==> src/rtl/dmem_arb_pkg.sv <==
// Shared types and constants for the data-memory arbiter: access size
// encoding, arbiter FSM states and byte-enable patterns.
package dmem_arb_pkg;

    typedef enum logic [1:0] {
        SZ_BYTE = 2'd0,
        SZ_HALF = 2'd1,
        SZ_WORD = 2'd2,
        SZ_BAD  = 2'd3
    } size_e;

    typedef enum logic [1:0] {
        IDLE = 2'd0,
        CMD  = 2'd1,
        WAIT = 2'd2,
        RESP = 2'd3
    } state_e;

    localparam logic [3:0] BE_NONE    = 4'b0000;
    localparam logic [3:0] BE_BYTE0   = 4'b0001;
    localparam logic [3:0] BE_HALF_LO = 4'b0011;
    localparam logic [3:0] BE_HALF_HI = 4'b1100;
    localparam logic [3:0] BE_WORD    = 4'b1111;

    // One-hot response-valid pattern for a port number.
    function automatic logic [1:0] port_onehot(input logic port);
        return port ? 2'b10 : 2'b01;
    endfunction

endpackage

==> src/rtl/dmem_lane_fmt.sv <==
// Size/offset decoding for one memory access: legality, byte enables,
// low-aligned store data, and load lane extraction with sign/zero extension.
module dmem_lane_fmt
    import dmem_arb_pkg::*;
#(
    parameter int MEM_WORDS = 256
) (
    input  logic [1:0]  size,
    input  logic [31:0] addr,
    input  logic        is_unsigned,
    input  logic [31:0] wdata,
    input  logic [31:0] rword,
    output logic        legal,
    output logic [3:0]  be,
    output logic [31:0] wdata_fmt,
    output logic [31:0] rdata_fmt
);

    localparam logic [32:0] ADDR_LIMIT = 33'(MEM_WORDS) * 33'd4;

    logic        in_range;
    logic [31:0] lane;

    assign in_range = ({1'b0, addr} < ADDR_LIMIT);
    // Bring the addressed byte/half down to bit 0 of the fetched word.
    assign lane     = rword >> {addr[1:0], 3'b000};

    // Decode size and offset into legality, strobes and formatted data.
    always_comb begin
        // NOTE: every output gets a default first so no path leaves one unassigned (no latch).
        legal     = 1'b1;
        be        = BE_NONE;
        wdata_fmt = '0;
        rdata_fmt = '0;
        case (size_e'(size))
            SZ_BYTE: begin
                be        = BE_BYTE0 << addr[1:0];
                wdata_fmt = {24'd0, wdata[7:0]};
                rdata_fmt = is_unsigned ? {24'd0, lane[7:0]} : {{24{lane[7]}}, lane[7:0]};
            end
            SZ_HALF: begin
                legal     = ~addr[0];
                be        = addr[1] ? BE_HALF_HI : BE_HALF_LO;
                wdata_fmt = {16'd0, wdata[15:0]};
                rdata_fmt = is_unsigned ? {16'd0, lane[15:0]} : {{16{lane[15]}}, lane[15:0]};
            end
            SZ_WORD: begin
                legal     = (addr[1:0] == 2'b00);
                be        = BE_WORD;
                wdata_fmt = wdata;
                rdata_fmt = rword;
            end
            default: legal = 1'b0;
        endcase
        if (!in_range) begin
            legal = 1'b0;
        end
    end

endmodule

==> src/rtl/dmem_arbiter.sv <==
// Two-port data-memory arbiter: round-robin grant, one access in flight,
// registered memory strobes and a held, formatted response per port.
module dmem_arbiter
    import dmem_arb_pkg::*;
#(
    parameter int MEM_WORDS = 256
) (
    input  logic             clk,
    input  logic             rst_n,
    input  logic [1:0]       req_valid,
    output logic [1:0]       req_ready,
    input  logic [1:0]       req_we,
    input  logic [1:0][1:0]  req_size,
    input  logic [1:0]       req_unsigned,
    input  logic [1:0][31:0] req_addr,
    input  logic [1:0][31:0] req_wdata,
    output logic [1:0]       rsp_valid,
    input  logic [1:0]       rsp_ready,
    output logic [31:0]      rsp_rdata,
    output logic             rsp_err,
    output logic             mem_rd,
    output logic             mem_wr,
    output logic [31:0]      mem_addr,
    output logic [31:0]      mem_wdata,
    output logic [3:0]       mem_be,
    input  logic [31:0]      mem_rdata
);

    state_e      state;
    logic        last_grant;
    logic        owner;
    logic [1:0]  own_size;
    logic [1:0]  own_off;
    logic        own_uns;

    logic        grant;
    logic        accept;

    logic [1:0]  fmt_size;
    logic [31:0] fmt_addr;
    logic        fmt_uns;
    logic        fmt_legal;
    logic [3:0]  fmt_be;
    logic [31:0] fmt_wdata;
    logic [31:0] fmt_rdata;

    // Round-robin choice in IDLE: on contention the port not granted last wins.
    always_comb begin
        grant     = 1'b0;
        req_ready = 2'b00;
        if (req_valid == 2'b11) begin
            grant = ~last_grant;
        end else if (req_valid[1]) begin
            grant = 1'b1;
        end
        if (state == IDLE && req_valid != 2'b00) begin
            req_ready[grant] = 1'b1;
        end
    end

    assign accept = |(req_valid & req_ready);

    // The formatter decodes the incoming request in IDLE and the captured
    // owner request in WAIT, so one instance serves both directions.
    assign fmt_size = (state == WAIT) ? own_size : req_size[grant];
    assign fmt_addr = (state == WAIT) ? {30'd0, own_off} : req_addr[grant];
    assign fmt_uns  = (state == WAIT) ? own_uns : req_unsigned[grant];

    dmem_lane_fmt #(
        .MEM_WORDS (MEM_WORDS)
    ) u_fmt (
        .size        (fmt_size),
        .addr        (fmt_addr),
        .is_unsigned (fmt_uns),
        .wdata       (req_wdata[grant]),
        .rword       (mem_rdata),
        .legal       (fmt_legal),
        .be          (fmt_be),
        .wdata_fmt   (fmt_wdata),
        .rdata_fmt   (fmt_rdata)
    );

    // Transaction sequencer with registered memory strobes and response.
    always_ff @(posedge clk or negedge rst_n) begin
        if (!rst_n) begin
            state      <= IDLE;
            last_grant <= 1'b1;
            owner      <= 1'b0;
            own_size   <= '0;
            own_off    <= '0;
            own_uns    <= 1'b0;
            rsp_valid  <= '0;
            rsp_rdata  <= '0;
            rsp_err    <= 1'b0;
            mem_rd     <= 1'b0;
            mem_wr     <= 1'b0;
            mem_addr   <= '0;
            mem_wdata  <= '0;
            mem_be     <= '0;
        end else begin
            // NOTE: non-blocking assignments so every register updates from pre-edge values.
            case (state)
                IDLE: begin
                    if (accept) begin
                        owner      <= grant;
                        last_grant <= grant;
                        own_size   <= req_size[grant];
                        own_off    <= req_addr[grant][1:0];
                        own_uns    <= req_unsigned[grant];
                        if (fmt_legal) begin
                            mem_addr  <= req_addr[grant];
                            mem_wdata <= fmt_wdata;
                            mem_be    <= fmt_be;
                            mem_rd    <= ~req_we[grant];
                            mem_wr    <= req_we[grant];
                            state     <= CMD;
                        end else begin
                            rsp_valid <= port_onehot(grant);
                            rsp_err   <= 1'b1;
                            rsp_rdata <= '0;
                            state     <= RESP;
                        end
                    end
                end
                CMD: begin
                    mem_rd <= 1'b0;
                    mem_wr <= 1'b0;
                    if (mem_wr) begin
                        rsp_valid <= port_onehot(owner);
                        rsp_err   <= 1'b0;
                        rsp_rdata <= '0;
                        state     <= RESP;
                    end else begin
                        state <= WAIT;
                    end
                end
                WAIT: begin
                    rsp_rdata <= fmt_rdata;
                    rsp_err   <= 1'b0;
                    rsp_valid <= port_onehot(owner);
                    state     <= RESP;
                end
                RESP: begin
                    if (rsp_ready[owner]) begin
                        rsp_valid <= '0;
                        rsp_rdata <= '0;
                        rsp_err   <= 1'b0;
                        mem_addr  <= '0;
                        mem_wdata <= '0;
                        mem_be    <= '0;
                        state     <= IDLE;
                    end
                end
                default: state <= IDLE;
            endcase
        end
    end

endmodule
==> config.mk <==
export PLATFORM = sky130hd
export DESIGN_NAME = dmem_arbiter
export DESIGN_NICKNAME = d
export VERILOG_FILES = /design/src/rtl/dmem_arb_pkg.sv /design/src/rtl/dmem_lane_fmt.sv /design/src/rtl/dmem_arbiter.sv
export SDC_FILE = /design/constraint.sdc
export NUM_CORES = 1
export LEC_CHECK = 0
export ABC_AREA = 0
export CORE_ASPECT_RATIO = 1.4
export CORE_MARGIN = 3
export CORE_UTILIZATION = 40
export CTS_BUF_LIST = sky130_fd_sc_hd__clkbuf_16
export DETAILED_ROUTE_END_ITERATION = 10
export PLACE_DENSITY = 0.78
export SYNTH_ARGS = -nofsm -noshare
export SYNTH_HDL_FRONTEND = slang
export SYNTH_SLANG_ARGS = --single-unit
==> constraint.sdc <==
create_clock -name clk -period 3.7 [get_ports clk]
set_clock_uncertainty 0.1 [all_clocks]
set_input_delay 0.74 -clock clk [delete_from_list [all_inputs] [get_ports clk]]
set_output_delay 0.74 -clock clk [all_outputs]
set_load 0.05 [all_outputs]
[Yosys cells after proc, flatten, opt, wreduce, memory -nomap -nowiden]
Cells that the tools add are included.
Word-level totals
  register bits after elaboration: 114
  input port bits: 174
  output and inout port bits: 107
  word-level logic and storage cells: 114
Cells by class
  $lt $le $gt $ge: 4
  eq/ne operators: 11
  shift operators: 2
  mux-type cells: 65
  bitwise logic cells: 4
  reductions and logical operators: 14
Operators with widths (number)
  32-bit 2-to-1 mux: 15
  32-bit case mux with 3 select lines: 2
  32-bit case mux with 2 select lines: 2
  32-bit case mux with 4 select lines: 1
  32-bit by 11-bit less-than comparator with 1-bit output, second input constant: 1
  32-bit by 5-bit right shift with 16-bit output: 1
  2-bit 2-to-1 mux: 12
  1-bit 2-to-1 mux: 20
  4-bit 2-to-1 mux: 4
  2-bit case mux with 4 select lines: 2
  4-bit case mux with 3 select lines: 1
  2-bit != test, second input constant: 5
  2-bit == test, second input constant: 4
  4-bit case mux with 2 select lines: 1
  4-bit AND reduction: 2
  2-bit logical NOT: 3
  2-bit nonzero test: 3
  2-bit by 1-bit == test with 1-bit output, second input constant: 2
  1-bit by 2-bit less-than comparator with 1-bit output, second input constant: 2
  1-bit case mux with 2 select lines: 2
  1-bit case mux with 4 select lines: 1
  2-bit AND reduction: 2
  1-bit by 2-bit << shifter with 4-bit output, first input constant: 1
  1-bit inverter: 3
  other kinds (7): 8

[Longest topological paths before layout]
  depth in word-level cells: 11
  mapped depth: 12
  mapped depth without buffers: 9

[By module]
From an unflattened synthesis, not the netlist that was laid out.
Unflattened totals
  cell total of the unflattened synthesis: 740
  area total of the unflattened synthesis: 6836.6 µm²
By module, submodules not included
  dmem_arbiter: instances 1, cells each 577, area each 5766.8 µm², sequential area each 2854.0 µm²
  dmem_lane_fmt: instances 1, cells each 163, area each 1069.8 µm², sequential area each 0.0 µm²

[Least setup slack after synthesis]
No wires, ideal clock.
  path kind: input -> output
  start point: input req_valid[1]
  end point: output req_ready[0]
  arrival time: 2198 ps
  data required time: 2860 ps
  path slack: 662 ps
  stages on the path: 5
  path buffers: 3
  path through: a21boi_1 -> buf_6 -> clkbuf_1 -> buf_1 -> nor2_1
On the way
  longest elaborated chain between the ends: 7
  elaborated cells between the ends (all ways): 11
  classes of those cells: order compare (2); eq/ne (1); mux (5); reduce/logical (3)
Ends and longest elaborated chain
  start: declaration: line dmem_arbiter.sv:10  | input logic [1:0] req_valid,
  2-bit == test / 1-bit 2-to-1 mux (equally long branches): line dmem_arbiter.sv:51, dmem_arbiter.sv:53
  1-bit 2-to-1 mux: line dmem_arbiter.sv:51  | if (req_valid == 2'b11) begin
  1-bit by 2-bit less-than comparator with 1-bit output (implied by the code) / 1-bit >= comparator (equally long branches): line dmem_arbiter.sv:57  | req_ready[grant] = 1'b1;
  1-bit logical AND (implied by the code): line dmem_arbiter.sv:57
  1-bit 2-to-1 mux (implied by the code): line dmem_arbiter.sv:57
  1-bit demux with 1-bit select: line dmem_arbiter.sv:57
  2-bit 2-to-1 mux *: line dmem_arbiter.sv:56  | if (state == IDLE && req_valid != 2'b00) begin
  end: declaration: line dmem_arbiter.sv:11  | output logic [1:0] req_ready,
Every way passes the cells marked *; elsewhere a longest branch is shown, timed or not.

[Final worst setup path]
  start point: register state[0]
  end point: register rsp_rdata[17]
On the way
  longest elaborated chain between the ends: 7
  elaborated cells between the ends (all ways): 29
  classes of those cells: order compare (1); eq/ne (9); shift (1); mux (10); bitwise (2); reduce/logical (6)
Ends and longest elaborated chain
  start: declaration: line dmem_arbiter.sv:29  | state_e state;
  start signal: assignment: line dmem_arbiter.sv:86  | state <= IDLE;
  start signal: assignment: line dmem_arbiter.sv:116  | state <= CMD;
  start signal: assignment: line dmem_arbiter.sv:121  | state <= RESP;
  branches (longest 7 deep; another with 32-bit by 11-bit less-than comparator with 1-bit output)
  end signal: assignment: line dmem_arbiter.sv:138  | rsp_rdata <= fmt_rdata;
  end: declaration: line dmem_arbiter.sv:19  | output logic [31:0] rsp_rdata,
Several ways; the timed one is not identified.
A chain may end at the register's enable or synchronous reset.

==> results.cfg <==
[status]
status = completed

[synthesis]
synth_top_area_cell = dfrtp_1
syn_area_sq_um = 6068
synthMuxAreaShare_pct = 9.876
seq_area_frac_synth_pct = 47.03
synth_compound_area_share_pct = 23.22
synth_seq_cells = 114
yosys-top-cells-area = dfrtp_1 (47%), nand2_1 (9.2%), mux2i_1 (8.6%)
synth_ff_type = dfrtp_1
synth_cell_type_count = 56
synth_xor_area_share_pct = 0
ys_async_sr_fraction_pct = 100.0
synth_edf_count = 0
synth_adder_area_share_pct = 0.8247
synthCells = 621
synth-simple-area-share_pct = 15.28
synth_fp_nets = 799
yosys.area.top_type_share_pct = 46.60
syn_avg_cell_area_sq_um = 9.772
synth_top_family_by_area = compound AO/OA/AOI/OAI gates
ys_warn_count = 0

[power]
p_total_mw = 8.136
p_per_area_nw_per_um2 = 838.8
netSwitchingFraction_pct = 47.37
p_int_mw = 4.282
p_comb_share_pct = 56.5
clkPwrFrac_pct = 19.9
power_leakage_nw = 4.244
p_sw_mw = 3.854
power_frac_seq_pct = 23.6
ir_drop_mv = 0.5392

[sta]
tns_ns = 0
worst_slew_pin_slew_ns = 1.051
rsz0062_at_grt = no
timing.final.crit_share_pct = 88.33
slew_violations = 0
hold_violations = 0
finalCriticalPeriod_ns = 3.268
setup_viol = 0
max_freq_ghz = 0.3060
slew_headroom_pct = 29.92

[setup_path]
crit_fanout = 16
required_ns = 3.83
critPathCaptureType = flop
path_class = reg -> reg
cp_num_buf_inv = 2
crit_path_start = state[0]
crit_slowest_cell = a21oi_2
cp_slowest_stage_delay_ns = 0.60
critical_path_arrival_ns = 3.40
reg2reg_depth = 9
crit_family = compound AO/OA/AOI/OAI gates
path_cells = inv_1 > ha_1 > clkinv_1 > o221ai_1 > a21oi_1 > o32a_1 > a2bb2oi_1 > a21oi_2 > a22oi_1
startpoint_type = flop
r2r-start = state[0]
worst-path-stages = 9

[global_route]
grt_usage_pct = 24.61
grt_pass1_wl_microns = 31710
grt_pass1_vias = 5987
grt_max_degree = 81
grt_overflow = 0
antenna_found_initial = 0

[place]
gp_congestion = 0.9390
port_buffers = 280
placedInstanceArea_sq_um = 9112
dp_hpwl_microns = 15640

[finish]
seqCellArea_sq_um = 2854
stdcell_area_sq_um = 9699
syn2layout_area_growth_pct = 59.84
most-common-layout-cells = clkdlybuf4s50_1 (277), nand2_1 (147), dfrtp_1 (113)
final_common_cell = clkdlybuf4s50_1
layout.nets = 1081
diodes = 0
drive_above_1_share_pct = 8.624
fillers = 1192
finish.utilization_pct = 66.26
multi_input_area_sq_um = 3000

[floorplanning]
io_pins = 281
fp.dieW_microns = 110.1
core.rowCount = 52
fp.coreArea_sq_um = 14640
start_util_pct = 41.45
die_area_sq_um = 16710
fp.dieH_microns = 151.7

[detailed_routing]
drc = 0
wl_per_cell_microns = 18.76
totalWireLength_microns = 20730
drtAntennaViolNets = 0
vias = 6062
vias_per_cell = 5.486
first_iter_violations = 330
dr.pass1.iters = 6

[flow_run]
max_cap_violations = 0

[clocking]
clk_path_buf_depth = 2
ctsHoldBuffers = 0
clock_latency_ns = 0.41
cts_inserted_buffers = 17
root_buffer = clkbuf_16
postCtsSetupRepairBufs = 0
cts_resized = 0
clock-sinks = 114
path_clk_slew_ns = 0.06
cts_tree = built
htreeDepth = 4

[worst_hold_path]
hp-class = in -> async
## per-layer routing
layer	part of all wire, %	global-route usage [%]
met5	0	0
met4	3.3	9.550
met3	7.0	5.426
met2	51	42.44
met1	38	29.70
## cell families after synthesis
| group | Yosys count |
|---|---|
| adder cells (fa/ha/maj) | 4 |
| multiplexers | 58 |
| buffers and inverters | 50 |
| flip-flops | 114 |
| AO/OA/AOI/OAI | 177 |
| AND/OR/NAND/NOR | 218 |
## layout make-up
type                    count  area share, %
clock buffers              17          4.386
clock inverters            15          1.664
inverters                   9         0.3483
multi-input cells         457          30.93
flip-flops and latches    114          29.42
well taps                 189          2.438
repair buffers            304          30.81
## per-stage QoR
stage | worst slack (ns) | instances | hold WS, ns
floorplan | 0.6624 | 621 | 0.3444
global placement | 0.1788 | 1073 | 0.3647
detailed placement | 0.07446 | 1073 | 0.3725
CTS | 0.4304 | 1105 | 0.3852
global route | 0.1045 | 1105 | 0.4056
finish | 0.4316 | 1105 | 0.3771
## cells in the mapped netlist, types with 2 or more instances
| cell type | count |
|---|---|
| nor4_1 | 10 |
| a22oi_1 | 21 |
| nor2b_1 | 2 |
| and2b_1 | 2 |
| a21boi_0 | 2 |
| nor2_1 | 27 |
| o221ai_1 | 3 |
| buf_2 | 9 |
| a22o_1 | 26 |
| nand3_1 | 13 |
| o41ai_1 | 2 |
| nand4_1 | 2 |
| o211ai_1 | 3 |
| mux2_2 | 5 |
| o31ai_1 | 2 |
| inv_1 | 8 |
| a21oi_1 | 8 |
| nand2_1 | 148 |
| o2bb2ai_1 | 52 |
| a311o_1 | 6 |
| ha_1 | 4 |
| buf_1 | 4 |
| o21ai_0 | 27 |
| a21o_1 | 3 |
| and2_1 | 2 |
| nand2b_1 | 2 |
| and4_1 | 2 |
| clkbuf_1 | 24 |
| a32oi_1 | 6 |
| nor2_2 | 2 |
| nor3_1 | 3 |
| dfrtp_1 | 113 |
| buf_6 | 2 |
| o22ai_1 | 2 |
| mux2i_1 | 52 |
| a21oi_2 | 2 |
## power by group through the flow
stage / clock network, mW / logic, mW / registers (mW)
floorplan: 0 / 1.82 / 3.09
global placement: 0 / 4.56 / 1.92
detailed placement: 0 / 4.60 / 1.92
CTS: 1.65 / 4.61 / 1.92
global route: 1.70 / 4.90 / 1.97
finish: 1.62 / 4.60 / 1.92
## worst register-to-register path, stage by stage (launching register included)
cell       delay [ns]
dfrtp_1          0.43
inv_1            0.10
ha_1             0.41
clkinv_1         0.38
o221ai_1         0.23
a21oi_1          0.14
o32a_1           0.34
a2bb2oi_1        0.15
a21oi_2          0.60
a22oi_1          0.22
## flip-flops by register name (all words and copies together) (netlist names)
name / count
mem_addr: 32
own_uns: 1
last_grant: 1
mem_rd: 1
own_off: 2
mem_wdata: 32
owner: 1
rsp_err: 1
rsp_valid: 2
mem_be: 4
state: 2
mem_wr: 1
own_size: 2
rsp_rdata: 32
## path summary, 6_finish.rpt
path | end | slack (ns)
worst max-delay path | rsp_rdata[17] | 0.43
worst min-delay path | mem_wdata[29] | 0.38
worst max register to register | rsp_rdata[17] | 0.43
worst min register to register | rsp_rdata[3] | 0.38
max in group asynchronous | mem_addr[6] | 2.21
min in group clk | rsp_rdata[3] | 0.38
Note: power is estimated with default switching activity, not from simulation.
